`src/rtl/mmio_responder_if.sv`:
```
// Load/store bus between the datapath and mmio_responder.
// The datapath drives the request side and the responder returns the single-cycle ack.
interface mmio_responder_if #(
    parameter int unsigned DBITS = 32
);
    logic             bus_req;
    logic             bus_we;
    logic [DBITS-1:0] bus_addr;
    logic [DBITS-1:0] bus_wdata;
    logic [DBITS-1:0] bus_rdata;
    logic             bus_ack;

    modport master (
        output bus_req, bus_we, bus_addr, bus_wdata,
        input  bus_rdata, bus_ack
    );

    modport slave (
        input  bus_req, bus_we, bus_addr, bus_wdata,
        output bus_rdata, bus_ack
    );
endinterface

```
`src/rtl/mmio_responder.sv`:
```
// MMIO responder for the KEY/SW/HEX/LEDR/LEDG registers, with a single-cycle acknowledge.
// Define MMIO_DEBOUNCE_EN to add per-bit debounce counters on the synchronized KEY/SW inputs.
module mmio_responder #(
    parameter int unsigned      DBITS           = 32,
    parameter logic [DBITS-1:0] ADDR_HEX        = 32'hF0000000,
    parameter logic [DBITS-1:0] ADDR_LEDR       = 32'hF0000004,
    parameter logic [DBITS-1:0] ADDR_LEDG       = 32'hF0000008,
    parameter logic [DBITS-1:0] ADDR_KEY        = 32'hF0000010,
    parameter logic [DBITS-1:0] ADDR_SW         = 32'hF0000014,
    parameter int unsigned      DEBOUNCE_CYCLES = 500000
) (
    input  logic                   clk,
    input  logic                   reset_n,
    mmio_responder_if.slave        dbus,
    input  logic [3:0]             KEY,
    input  logic [9:0]             SW,
    output logic [23:0]            hex_value,
    output logic [9:0]             ledr,
    output logic [7:0]             ledg
);
    localparam int unsigned NIN = 14;

    logic [3:0]     key_s1, key_s2;
    logic [9:0]     sw_s1, sw_s2;
    logic [NIN-1:0] in_sample;
    logic [NIN-1:0] in_state;
    logic [NIN-1:0] in_state_nxt;
    logic [3:0]     key_state, key_rise, key_clr;
    logic [9:0]     sw_state;
    logic [3:0]     press_flags;
    logic           accept, store;
    logic [DBITS-1:0] rd_data;
    logic           unused_ok;

    always_ff @(posedge clk or negedge reset_n) begin
        if (!reset_n) begin
            key_s1 <= '1;
            key_s2 <= '1;
            sw_s1  <= '0;
            sw_s2  <= '0;
        end else begin
            key_s1 <= KEY;
            key_s2 <= key_s1;
            sw_s1  <= SW;
            sw_s2  <= sw_s1;
        end
    end

    // Keys are inverted here so every input bit reads 1 = active.
    assign in_sample = {sw_s2, ~key_s2};

`ifdef MMIO_DEBOUNCE_EN
    localparam int unsigned     CW      = $clog2(DEBOUNCE_CYCLES);
    localparam logic [CW-1:0]   CNT_MAX = CW'(DEBOUNCE_CYCLES - 1);

    logic [CW-1:0] cnt     [NIN];
    logic [CW-1:0] cnt_nxt [NIN];

    always_comb begin
        in_state_nxt = in_state;
        for (int unsigned i = 0; i < NIN; i++) begin
            cnt_nxt[i] = '0;
            if (in_sample[i] != in_state[i]) begin
                if (cnt[i] == CNT_MAX) begin
                    in_state_nxt[i] = in_sample[i];
                end else begin
                    cnt_nxt[i] = cnt[i] + 1'b1;
                end
            end
        end
    end

    always_ff @(posedge clk or negedge reset_n) begin
        if (!reset_n) begin
            in_state <= '0;
            for (int unsigned i = 0; i < NIN; i++) begin
                cnt[i] <= '0;
            end
        end else begin
            in_state <= in_state_nxt;
            cnt      <= cnt_nxt;
        end
    end
`else
    // Without debounce the state is the second sync flop itself; next value is the first flop.
    logic unused_deb;
    assign unused_deb   = DEBOUNCE_CYCLES[0];
    assign in_state     = in_sample;
    assign in_state_nxt = {sw_s1, ~key_s1};
`endif

    assign key_state = in_state[3:0];
    assign sw_state  = in_state[13:4];
    assign key_rise  = in_state_nxt[3:0] & ~in_state[3:0];

    assign accept  = dbus.bus_req && !dbus.bus_ack;
    assign store   = accept && dbus.bus_we;
    assign key_clr = (store && dbus.bus_addr == ADDR_KEY) ? dbus.bus_wdata[7:4] : '0;

    always_comb begin
        rd_data = '0;
        if (dbus.bus_addr == ADDR_HEX) begin
            rd_data = DBITS'(hex_value);
        end else if (dbus.bus_addr == ADDR_LEDR) begin
            rd_data = DBITS'(ledr);
        end else if (dbus.bus_addr == ADDR_LEDG) begin
            rd_data = DBITS'(ledg);
        end else if (dbus.bus_addr == ADDR_KEY) begin
            rd_data = DBITS'({press_flags, key_state});
        end else if (dbus.bus_addr == ADDR_SW) begin
            rd_data = DBITS'(sw_state);
        end
    end

    always_ff @(posedge clk or negedge reset_n) begin
        if (!reset_n) begin
            dbus.bus_ack   <= 1'b0;
            dbus.bus_rdata <= '0;
        end else begin
            dbus.bus_ack   <= accept;
            dbus.bus_rdata <= accept ? rd_data : '0;
        end
    end

    always_ff @(posedge clk or negedge reset_n) begin
        if (!reset_n) begin
            hex_value   <= '0;
            ledr        <= '0;
            ledg        <= '0;
            press_flags <= '0;
        end else begin
            if (store && dbus.bus_addr == ADDR_HEX) hex_value <= dbus.bus_wdata[23:0];
            if (store && dbus.bus_addr == ADDR_LEDR) ledr <= dbus.bus_wdata[9:0];
            if (store && dbus.bus_addr == ADDR_LEDG) ledg <= dbus.bus_wdata[7:0];
            // A new press in the same cycle as a clear keeps the flag set.
            press_flags <= (press_flags & ~key_clr) | key_rise;
        end
    end

    assign unused_ok = ^dbus.bus_wdata[DBITS-1:24];
endmodule

```
`src/flat_wrapper.sv`:
```
// flat-port wrapper written by rule: the top's interface ports become plain ports
module mmio_responder_flat 
#(
    parameter int unsigned      DBITS           = 32,
    parameter logic [DBITS-1:0] ADDR_HEX        = 32'hF0000000,
    parameter logic [DBITS-1:0] ADDR_LEDR       = 32'hF0000004,
    parameter logic [DBITS-1:0] ADDR_LEDG       = 32'hF0000008,
    parameter logic [DBITS-1:0] ADDR_KEY        = 32'hF0000010,
    parameter logic [DBITS-1:0] ADDR_SW         = 32'hF0000014,
    parameter int unsigned      DEBOUNCE_CYCLES = 500000
)
  (clk, reset_n, KEY, SW, hex_value, ledr, ledg, dbus_bus_req, dbus_bus_we, dbus_bus_addr, dbus_bus_wdata, dbus_bus_rdata, dbus_bus_ack);
  mmio_responder_if #(.DBITS(DBITS)) dbus_i ();
  input  logic clk;
  input  logic reset_n;
  input  logic [3:0] KEY;
  input  logic [9:0] SW;
  output logic [23:0] hex_value;
  output logic [9:0] ledr;
  output logic [7:0] ledg;
  input wire logic [$bits(dbus_i.bus_req)-1:0] dbus_bus_req;
  input wire logic [$bits(dbus_i.bus_we)-1:0] dbus_bus_we;
  input wire logic [$bits(dbus_i.bus_addr)-1:0] dbus_bus_addr;
  input wire logic [$bits(dbus_i.bus_wdata)-1:0] dbus_bus_wdata;
  output wire logic [$bits(dbus_i.bus_rdata)-1:0] dbus_bus_rdata;
  output wire logic [$bits(dbus_i.bus_ack)-1:0] dbus_bus_ack;
  assign dbus_i.bus_req = dbus_bus_req;
  assign dbus_i.bus_we = dbus_bus_we;
  assign dbus_i.bus_addr = dbus_bus_addr;
  assign dbus_i.bus_wdata = dbus_bus_wdata;
  assign dbus_bus_rdata = dbus_i.bus_rdata;
  assign dbus_bus_ack = dbus_i.bus_ack;
  mmio_responder #(.DBITS(DBITS), .ADDR_HEX(ADDR_HEX), .ADDR_LEDR(ADDR_LEDR), .ADDR_LEDG(ADDR_LEDG), .ADDR_KEY(ADDR_KEY), .ADDR_SW(ADDR_SW), .DEBOUNCE_CYCLES(DEBOUNCE_CYCLES)) u_core (.clk(clk), .reset_n(reset_n), .dbus(dbus_i), .KEY(KEY), .SW(SW), .hex_value(hex_value), .ledr(ledr), .ledg(ledg));
endmodule
```
`config.mk`:
```
export PLATFORM = sky130hd
export DESIGN_NAME = mmio_responder_flat
export DESIGN_NICKNAME = d
export VERILOG_FILES = /design/src/rtl/mmio_responder_if.sv /design/src/rtl/mmio_responder.sv /design/src/flat_wrapper.sv
export SDC_FILE = /design/constraint.sdc
export NUM_CORES = 1
export LEC_CHECK = 0
export CELL_PAD_IN_SITES_DETAIL_PLACEMENT = 1
export CELL_PAD_IN_SITES_GLOBAL_PLACEMENT = 1
export CORE_AREA = 2 2 109 111
export CTS_CLUSTER_SIZE = 40
export DETAILED_ROUTE_END_ITERATION = 12
export DIE_AREA = 0 0 111 113
export PLACE_DENSITY_LB_ADDON = 0.08
export SLEW_MARGIN = 15
export SYNTH_ARGS = -nofsm -noshare
export SYNTH_HDL_FRONTEND = slang
export SYNTH_SLANG_ARGS = --single-unit
```
`constraint.sdc`:
```
create_clock -name clk -period 3.3 [get_ports clk]
set_input_delay 0.66 -clock clk [delete_from_list [all_inputs] [get_ports clk]]
set_output_delay 0.66 -clock clk [all_outputs]
set_load 0.01 [all_outputs]
```
# After elaboration in Yosys (flattened, before gate mapping)
# Index checks and enable logic that the tools add are counted.
[word_totals]
ff_bits = 107
input_bits = 82
[op_classes]
n_eq_ne = 5
n_mux = 7
bitwise = 7
n_reduce_logical = 7
[ops]
columns = ["op", "count"]
rows = [
  ["32-bit == test, second input constant", 5],
  ["32-bit two-way mux", 5],
  ["4-bit inverter", 4],
  ["10-bit two-way mux", 1],
  ["4-bit AND", 2],
  ["1-bit logical AND", 6],
  ["4-bit two-way mux", 1],
  ["4-bit OR", 1],
  ["1-bit logical NOT", 1],
]

# Depth between registers and ports, before layout
# Gate-level depths: netlist of run 1.
[depth]
depth_word = 8
mapped_depth = 6
mapped_depth_nobuf = 4

# Least setup slack after synthesis of run 1
# OpenSTA, ideal clock, no wires.
[synth_path]
path_kind = "in2reg"
startpoint = "in dbus_bus_addr[12]"
endpoint = "reg u_core.hex_value[10]"
arrival_time_ns = 2.244
t_required_ns = 3.175
path_slack_ns = 0.931
path_stages = 5
path_buffers = 1
cell_sequence = "nor4_1 > nand4_2 > nor4_4 > buf_6 > mux2_2"
[synth_between]
elab_chain_cells = 2
[synth_lines]
columns = ["element", "line_no", "text"]
rows = [
  ["start, declared", "flat_wrapper.sv:23", "input wire logic [$bits(dbus_i.bus_addr)-1:0] dbus_bus_addr;"],
  ["32-bit == test", "mmio_responder.sv:132", "if (store && dbus.bus_addr == ADDR_HEX) hex_value <= dbus.bus_wdata[23:0];"],
  ["1-bit logical AND", "mmio_responder.sv:132", ""],
  ["end signal, assigned", "mmio_responder.sv:132", ""],
  ["end, declared", "mmio_responder.sv:17", "output logic [23:0] hex_value,"],
]
# Every way passes these cells.
# A chain may end at the register's enable or synchronous reset.

# Final worst setup path of run 1
[layout_path]
startpoint = "in dbus_bus_addr[31]"
endpoint = "reg u_core.ledr[6]"
[layout_between]
elab_chain_cells = 2
[layout_lines]
columns = ["element", "line_no", "text"]
rows = [
  ["32-bit == test", "mmio_responder.sv:133", "if (store && dbus.bus_addr == ADDR_LEDR) ledr <= dbus.bus_wdata[9:0];"],
  ["1-bit logical AND", "mmio_responder.sv:133", ""],
  ["end signal, assigned", "mmio_responder.sv:133", ""],
  ["end, declared", "mmio_responder.sv:18", "output logic [9:0] ledr,"],
]
# Every way passes these cells.

==> flow_metrics.tcl, run 1 <==
set metrics [dict create \
    synth-seq-cells 99 \
    final_nets 534 \
    startpoint_type "input pin" \
    cts.sinks 99 \
    combPwrFrac 0.067 \
    p_clk_frac 0.442 \
    r2r_start "u_core.dbus.bus_ack" \
    n_fill_cell 1147 \
    syn_area_per_cell_sq_um 13.2 \
    drive_above_1_share 0.202 \
    cp.required_ps 3530 \
    io_pins 157 \
    grt_overflow 0 \
    worstReg2RegEnd "u_core.ledr[6]" \
    slew_headroom 0.634 \
    htree_num_levels 3 \
    drt_iter0_drc 72 \
    critPathCaptureType "flip-flop" \
    finalSetupTns_ps 0 \
    via_per_inst 4.93 \
    cellLeakagePower_uw 0.00263 \
    crit_path_start "dbus_bus_addr[31]" \
    cts-buffers-inserted 9 \
    dieWidth_um 111 \
    worst_pin_slew_ps 548 \
    seqCellArea_sq_mm 0.00249 \
    cap_violations 0 \
    cts_hold_buf 0 \
    synth_commonest_cells "dfrtp_1, mux2_2, and2_1" \
    ctsLongestPathBuffers 2 \
    postLayoutCoreUtil 0.524 \
    arrival_ps 2870 \
    grt_usage 0.182 \
    die_area_sq_mm 0.0125 \
    worstPathMaxFanout 7 \
    finalSetupViolCount 0 \
    wirelength_mm 11.0 \
    grt_max_degree 100 \
    wl_per_cell_um 18.3 \
    core-area_sq_mm 0.0113 \
    clock.fmax_mhz 379 \
    hold_viol_final 0 \
    period_needed_ps 2640 \
    rsz0062_at_grt "false" \
    clk_latency_ps 350 \
    slew_violations 0 \
    multi_input_area_sq_mm 0.00135 \
    synthTopCellsByArea "dfrtp_1, mux2_2, dfstp_2" \
    p_sw_uw 503 \
    start_util 0.354 \
    cts_setup_buffers 0 \
    antenna_left 0 \
    final_min_period_over_clock_period 0.799 \
    p_sw_frac 0.199 \
    synth_top_flop_cell "dfrtp_1" \
    worstSetupPathType "input pin to flip-flop" \
    r2r_cells 5 \
    cts_resized 0 \
    finClkSkew_ps 9.55 \
    clk_pin_slew_ps 60 \
    synthesis.area_sq_mm 0.00399 \
    powerDensity_mw_per_mm2 429 \
    hold-worst-slack_ps 338 \
    fp.dieH_um 113 \
    pwr-share-seq 0.490 \
    drc 0 \
    grt_first_pass_wirelength_mm 17.5 \
    gp_congestion 0.776 \
    ir_worst_vdd_uv 296 \
    async_flop_share 1.00 \
    grt_pass1_vias 3228 \
    ys_seq_area_frac 0.624 \
    dr.pass1.iters 4 \
    vias 2951 \
    p_int_uw 2030 \
    cts_tree "done" \
    synth_top_area_share 0.571 \
    cts_root_buffer "clkbuf_16" \
    syn_inst 302 \
    hpwlAfterDp_mm 7.80 \
    area_growth_syn_to_layout_pct 48.1 \
    antenna_found_initial 0 \
    rows 39 \
    synth_cell_types 35 \
    r2r_slack_ps 1250 \
    yosysMostFrequentCell "dfrtp_1" \
    synth_top_area_cell "dfrtp_1" \
    synth-edff-count 0 \
    endpoint "u_core.ledr[6]" \
    hold_class "input pin to async pin" \
    yosys_warnings 0 \
    insertedDiodeCount 0 \
    port_buffers 140 \
    status "completed" \
]
-- layout make-up --
| type | count | area share |
|---|---|---|
| Clock buffer | 12 | 0.0434 |
| Multi-Input combinational cell | 178 | 0.229 |
| Tap cell | 143 | 0.0303 |
| Clock inverter | 2 | 0.0102 |
| Sequential cell | 99 | 0.421 |
| Inverter | 9 | 0.00572 |
| Timing Repair Buffer | 155 | 0.260 |
-- layer usage --
layer / GRT usage / wire length, um / up-vias
met5: 0 / 0 / -
met4: 0.0625 / 155 / 0
met3: 0.0487 / 637 / 11
met2: 0.302 / 5400 / 97
met1: 0.233 / 4770 / 1488
li1: - / - / 1355
-- cells by family after synthesis --
group | after synthesis | synth area share
multiplexers | 42 | 0.119
AO/OA/AOI/OAI | 48 | 0.0897
other | 1 | 0.000940
flip-flops | 99 | 0.624
buffers and inverters | 32 | 0.0433
AND/OR/NAND/NOR | 80 | 0.124
-- state kept, by name, summed over array words and instances, names as in the netlist --
register	flops
u_core.dbus.bus_ack	1
u_core.dbus.bus_rdata	24
u_core.hex_value	24
u_core.key_s1	4
u_core.key_s2	4
u_core.ledg	8
u_core.ledr	10
u_core.press_flags	4
u_core.sw_s1	10
u_core.sw_s2	10
-- power by group through the flow --
stage / clock, uW / sequential [uW] / combinational [uW]
2_1_floorplan: 0 / 1260 / 46.3
3_3_place_gp: 0 / 1260 / 170
3_5_place_dp: 0 / 1260 / 173
4_1_cts: 1150 / 1240 / 174
5_1_grt: 1200 / 1240 / 187
6_report: 1120 / 1240 / 171
-- worst min path at each step --
stage / startpoint / to / slack [ps]
2_1_floorplan: u_core.sw_s1[0] / u_core.sw_s2[0] / 330
3_3_place_gp: u_core.sw_s1[8] / u_core.sw_s2[8] / 330
3_5_place_dp: u_core.sw_s1[5] / u_core.sw_s2[5] / 340
4_1_cts: u_core.sw_s1[5] / u_core.sw_s2[5] / 350
5_1_grt: u_core.sw_s1[2] / u_core.sw_s2[2] / 350
6_report: reset_n / u_core.dbus.bus_rdata[0] / 340
-- critical path, stage by stage --
cell             delay [ps]
clkdlybuf4s50_1         440
nor4bb_1                300
nand3_1                 420
nor3_4                  440
buf_4                   250
mux2_2                  350
-- per-stage QoR --
step	cell area [sq um]	worst slack [ps]	cells	power (uW)
2_1_floorplan	4010	931	309	1310
3_3_place_gp	5590	326	584	1430
3_5_place_dp	5590	302	584	1440
4_1_cts	5910	641	598	2570
5_1_grt	5910	502	598	2630
6_report	5910	662	598	2530
-- placed cells by master (no fill, tap or decap), types with 2 or more instances in the layout --
cell type,Yosys,routed
clkdlybuf4s50_1,0,139
dfrtp_1,91,91
mux2_2,42,42
and2_1,14,14
buf_4,8,14
nand2_1,13,13
o22ai_1,12,12
nor2_1,11,11
nor4_1,10,10
nand2b_1,10,10
inv_1,9,9
clkbuf_16,0,9
a21o_1,8,8
a21oi_1,8,8
a211oi_1,8,8
o221a_2,8,8
conb_1,1,8
dfstp_2,8,8
nand3_1,4,4
nor2b_1,3,3
nor3_1,3,3
nor4bb_1,2,2
o21ai_0,2,2
o2111a_1,2,2
bufinv_16,0,2
clkbuf_8,0,2
buf_12,0,2
(Power assumes the default switching activity.)
==> inputs of run 2 (changes only) <==
--- a/config.mk
+++ b/config.mk
@@ -7,10 +7,10 @@
 export LEC_CHECK = 0
 export CELL_PAD_IN_SITES_DETAIL_PLACEMENT = 1
 export CELL_PAD_IN_SITES_GLOBAL_PLACEMENT = 1
-export CORE_AREA = 2 2 109 111
+export CORE_AREA = 2 2 112 114
 export CTS_CLUSTER_SIZE = 40
 export DETAILED_ROUTE_END_ITERATION = 12
-export DIE_AREA = 0 0 111 113
+export DIE_AREA = 0 0 114 116
 export PLACE_DENSITY_LB_ADDON = 0.08
 export SLEW_MARGIN = 15
 export SYNTH_ARGS = -nofsm -noshare
==> constraint.sdc (replaced) <==
create_clock -name clk -period 2.7 [get_ports clk]
set_input_delay 0.54 -clock clk [delete_from_list [all_inputs] [get_ports clk]]
set_output_delay 0.54 -clock clk [all_outputs]
set_load 0.01 [all_outputs]
==> flow_metrics.tcl, run 2 (synthesized netlist as in run 1, its figures left out) <==
set metrics [dict create \
    status "completed" \
    hpwlAfterDp_mm 8.34 \
    start_util 0.335 \
    layout_commonest_cell "clkdlybuf4s50_1" \
    cap_violations 0 \
    dieWidth_um 114 \
    rows 40 \
    worstSetupPathType "input pin to flip-flop" \
    cp.required_ps 2920 \
    io_pins 157 \
    grt_overflow 0 \
    powerDensity_mw_per_mm2 503 \
    core-area_sq_mm 0.0119 \
    grt_max_degree 49 \
    cellLeakagePower_uw 0.00266 \
    area_growth_syn_to_layout_pct 49.4 \
    worstPathMaxFanout 4 \
    arrival_ps 2650 \
    startpoint_type "input pin" \
    dr.pass1.iters 4 \
    critPathCaptureType "flip-flop" \
    r2r_slack_ps 740 \
    hold_class "input pin to async pin" \
    n_fill_cell 1251 \
    clk_latency_ps 340 \
    antenna_left 0 \
    finClkSkew_ps 3.95 \
    wl_per_cell_um 18.3 \
    hold-worst-slack_ps 116 \
    period_needed_ps 2420 \
    finalSetupViolCount 0 \
    port_buffers 140 \
    final_nets 542 \
    layout_common_cells "clkdlybuf4s50_1, dfrtp_1, mux2_2" \
    via_per_inst 4.87 \
    antenna_found_initial 0 \
    htree_num_levels 3 \
    drc 0 \
    cts_tree "done" \
    ir_worst_vdd_uv 241 \
    cts_hold_buf 0 \
    insertedDiodeCount 0 \
    cts.sinks 99 \
    hold_viol_final 0 \
    placed_cells 596 \
    clock.fmax_mhz 413 \
    drt_iter0_drc 81 \
    rsz0062_at_grt "false" \
    wirelength_mm 11.2 \
    slew_violations 0 \
    power.total_uw 3000 \
    vias 2983 \
    cts-buffers-inserted 9 \
    grt_pass1_vias 3203 \
    clk_pin_slew_ps 60 \
    ctsLongestPathBuffers 2 \
    fp.dieH_um 116 \
    final_min_period_over_clock_period 0.898 \
    cts_resized 0 \
    drive_above_1_share 0.213 \
    layoutNonFillerInstCount 612 \
    top_regs "u_core.dbus.bus_rdata: 24 flops, u_core.hex_value: 24 flops" \
    cts_setup_buffers 0 \
    grt_usage 0.176 \
    gp_congestion 0.802 \
    die_area_sq_mm 0.0132 \
    grt_first_pass_wirelength_mm 17.6 \
    cts_root_buffer "clkbuf_16" \
]
-- run 2: changes by cell type in the layout (fill, tap and decap cells not counted) --
| cell | previous run | this run |
|---|---|---|
| clkbuf_8 | 2 | 1 |
| clkinv_2 | 0 | 1 |
| clkbuf_1 | 1 | 4 |
| buf_4 | 14 | 21 |
| buf_12 | 2 | 3 |
| bufinv_16 | 2 | 1 |
-- run 2: worst max-delay path, cell delays in order --
cell and delay [ps]:
clkdlybuf4s50_1 420, or3_1 400, nor4_1 420, nor4b_4 340
buf_4 200, mux2_2 330
-- run 2: power by group --
group,switching (uW),internal (uW)
sequential,9.25,1510
combinational,89.8,123
clock,521,744
-- run 2: path summary, 6_finish.rpt --
kind | startpoint | endpoint | cells after the start
worst max-delay path | dbus_bus_addr[6] | u_core.ledg[7] | 6
worst min-delay path | reset_n | u_core.sw_s1[0] | 1
worst max register to register | u_core.dbus.bus_ack | u_core.hex_value[14] | 5
worst min register to register | u_core.sw_s1[8] | u_core.sw_s2[8] | 0
max in group asynchronous | reset_n | u_core.hex_value[8] | 2
min in group clk | u_core.sw_s1[8] | u_core.sw_s2[8] | 0
-- run 2: routing by layer --
layer  share of wire  vias to the layer above  track usage
li1                -                     1367            -
met1            0.43                     1499        0.228
met2            0.50                      106        0.294
met3           0.062                       11       0.0377
met4           0.013                        0       0.0626
met5               0                        -            0
-- run 2: layout make-up --
cell class	count	area, sq um	area share
Sequential cell	99	2490	0.418
Timing Repair Buffer	163	1610	0.270
Multi-Input combinational cell	178	1350	0.227
Clock buffer	14	254	0.0426
Tap cell	147	184	0.0309
Clock inverter	2	35.0	0.00588
Inverter	9	33.8	0.00567
-- run 2: stage by stage --
step | setup WS (ps) | TNS, ps | instance area, sq um | util
final | 277 | 0 | 5960 | 0.500
after global routing | 135 | 0 | 5960 | 0.500
after CTS | 245 | 0 | 5960 | 0.500
after detailed placement | -56.9 | -724 | 5670 | 0.476
after global placement | -22.4 | -260 | 5670 | 0.476
after floorplan | 451 | 0 | 4010 | -
==> inputs of run 3 (changes only) <==
--- a/config.mk
+++ b/config.mk
@@ -5,12 +5,13 @@
 export SDC_FILE = /design/constraint.sdc
 export NUM_CORES = 1
 export LEC_CHECK = 0
+export ABC_AREA = 1
 export CELL_PAD_IN_SITES_DETAIL_PLACEMENT = 1
 export CELL_PAD_IN_SITES_GLOBAL_PLACEMENT = 1
-export CORE_AREA = 2 2 112 114
+export CORE_AREA = 2 2 117 119
 export CTS_CLUSTER_SIZE = 40
 export DETAILED_ROUTE_END_ITERATION = 12
-export DIE_AREA = 0 0 114 116
+export DIE_AREA = 0 0 119 121
 export PLACE_DENSITY_LB_ADDON = 0.08
 export SLEW_MARGIN = 15
 export SYNTH_ARGS = -nofsm -noshare
==> flow_metrics.tcl, run 3 <==
set metrics [dict create \
    dr.pass1.iters 4 \
    grt_overflow 0 \
    r2r_cells 8 \
    worstPathMaxFanout 18 \
    synth_commonest_cells "dfrtp_1, nand2_1, inv_1" \
    top_regs "u_core.dbus.bus_rdata: 24 flops, u_core.hex_value: 24 flops" \
    fp.dieH_um 121 \
    rows 42 \
    vias 3414 \
    synth-seq-cells 99 \
    postLayoutCoreUtil 0.473 \
    port_buffers 140 \
    clock.fmax_mhz 473 \
    wl_per_cell_um 15.5 \
    fin_ws_ps 586 \
    final_min_period_over_clock_period 0.783 \
    synthTopCellsByArea "dfrtp_1, nand2_1, dfstp_2" \
    cts_tree "done" \
    p_clk_frac 0.446 \
    async_flop_share 1.00 \
    slew_violations 0 \
    drt_iter0_drc 138 \
    yosys_warnings 0 \
    finalSetupTns_ps 0 \
    cap_violations 0 \
    cts_resized 0 \
    synth_top_flop_cell "dfrtp_1" \
    powerDensity_mw_per_mm2 505 \
    ir_worst_vdd_uv 284 \
    arrival_ps 2340 \
    layout_common_cells "clkdlybuf4s50_1, dfrtp_1, nand2_1" \
    r2r_start "u_core.dbus.bus_ack" \
    crit_path_start "dbus_bus_addr[25]" \
    period_needed_ps 2110 \
    cp.required_ps 2920 \
    antenna_left 0 \
    p_sw_uw 664 \
    status "completed" \
    cts_setup_buffers 0 \
    worstSetupPathType "input pin to flip-flop" \
    grt_first_pass_wirelength_mm 19.9 \
    htree_num_levels 3 \
    antenna_found_initial 0 \
    slew_headroom 0.616 \
    synth_cell_types 31 \
    worst_pin_slew_ps 576 \
    cts_hold_buf 0 \
    core-area_sq_mm 0.0131 \
    cts.sinks 99 \
    syn_area_per_cell_sq_um 9.79 \
    hold_viol_final 0 \
    p_sw_frac 0.213 \
    io_pins 157 \
    startpoint_type "input pin" \
    clk_latency_ps 340 \
    yosysMostFrequentCell "dfrtp_1" \
    pwr-share-seq 0.486 \
    grt_max_degree 44 \
    start_util 0.325 \
    area_growth_syn_to_layout_pct 45.6 \
    cts_root_buffer "clkbuf_16" \
    die_area_sq_mm 0.0144 \
    hpwlAfterDp_mm 8.77 \
    synth-edff-count 0 \
    final_nets 666 \
    syn_inst 434 \
    finalSetupViolCount 0 \
    cts-buffers-inserted 9 \
    via_per_inst 4.46 \
    p_int_uw 2460 \
    synthesis.area_sq_mm 0.00425 \
    hold_class "input pin to async pin" \
    drive_above_1_share 0.136 \
    wirelength_mm 11.8 \
    combPwrFrac 0.068 \
    synth_top_area_share 0.536 \
    insertedDiodeCount 0 \
    rsz0062_at_grt "false" \
    dieWidth_um 119 \
    critPathCaptureType "flip-flop" \
    grt_pass1_vias 3782 \
    clk_pin_slew_ps 70 \
    dp_slack_ps 172 \
    finClkSkew_ps 5.21 \
    gp_congestion 0.746 \
    ys_seq_area_frac 0.585 \
    layout_commonest_cell "clkdlybuf4s50_1" \
    power.total_uw 3120 \
    ctsLongestPathBuffers 2 \
    cellLeakagePower_uw 0.00283 \
    drc 0 \
    synth_top_area_cell "dfrtp_1" \
    grt_usage 0.178 \
]
run 3: worst paths after layout:
kind / to / slack, ps
worst max register to register: u_core.hex_value[7] / 1080
min in group clk: u_core.sw_s2[3] / 350
worst min-delay path: u_core.sw_s2[3] / 200
worst max-delay path: u_core.dbus.bus_rdata[6] / 590
max in group asynchronous: u_core.dbus.bus_rdata[13] / 1780
worst min register to register: u_core.sw_s2[3] / 350
run 3: cells by family (layout without fill, tap and decap cells):
| kind of cell | count (synthesis) | count (layout) | share of synthesized area |
|---|---|---|---|
| simple gates | 187 | 187 | 0.212 |
| flops | 99 | 99 | 0.585 |
| buf+inv | 78 | 226 | 0.0836 |
| compound gates | 55 | 55 | 0.0718 |
| mux | 14 | 14 | 0.0459 |
| other cells | 1 | 8 | 0.000883 |
run 3: critical path: stages:
cell	delay, ps
clkdlybuf4s50_1	430
nor2_1	130
nand2_1	60
nor2_1	130
nand2_2	130
nor2_8	190
nand3b_2	350
o21ai_0	300
a21oi_1	80
run 3: final cells by class:
| cell class | count | area [sq um] |
|---|---|---|
| Timing Repair Buffer | 152 | 1500 |
| Clock inverter | 6 | 86.3 |
| Sequential cell | 99 | 2490 |
| Tap cell | 176 | 220 |
| Fill cell | 1457 | 6900 |
| Multi-Input combinational cell | 264 | 1430 |
| Clock buffer | 10 | 239 |
| Inverter | 58 | 219 |
run 3: routing by layer:
layer  up-vias  share of wire  GRT usage
met1      1664           0.44      0.232
li1       1647              -          -
met4         0          0.011     0.0491
met5         -              0          0
met2        93           0.49      0.294
met3        10          0.053     0.0475
run 3: stage by stage:
stage / hold slack [ps] / area, sq um / instances
after global routing: 241 / 6190 / 765
after global placement: 335 / 5860 / 749
final: 200 / 6190 / 765
after detailed placement: 336 / 5860 / 749
after CTS: 217 / 6190 / 765
after floorplan: 244 / 4280 / 441
run 3: power groups by stage:
stage	Combinational [uW]	Sequential, uW	Clock, uW
after floorplan	58.9	1540	0
after global placement	212	1540	0
after detailed placement	216	1550	0
final	211	1520	1390
after CTS	217	1520	1430
after global routing	235	1520	1490
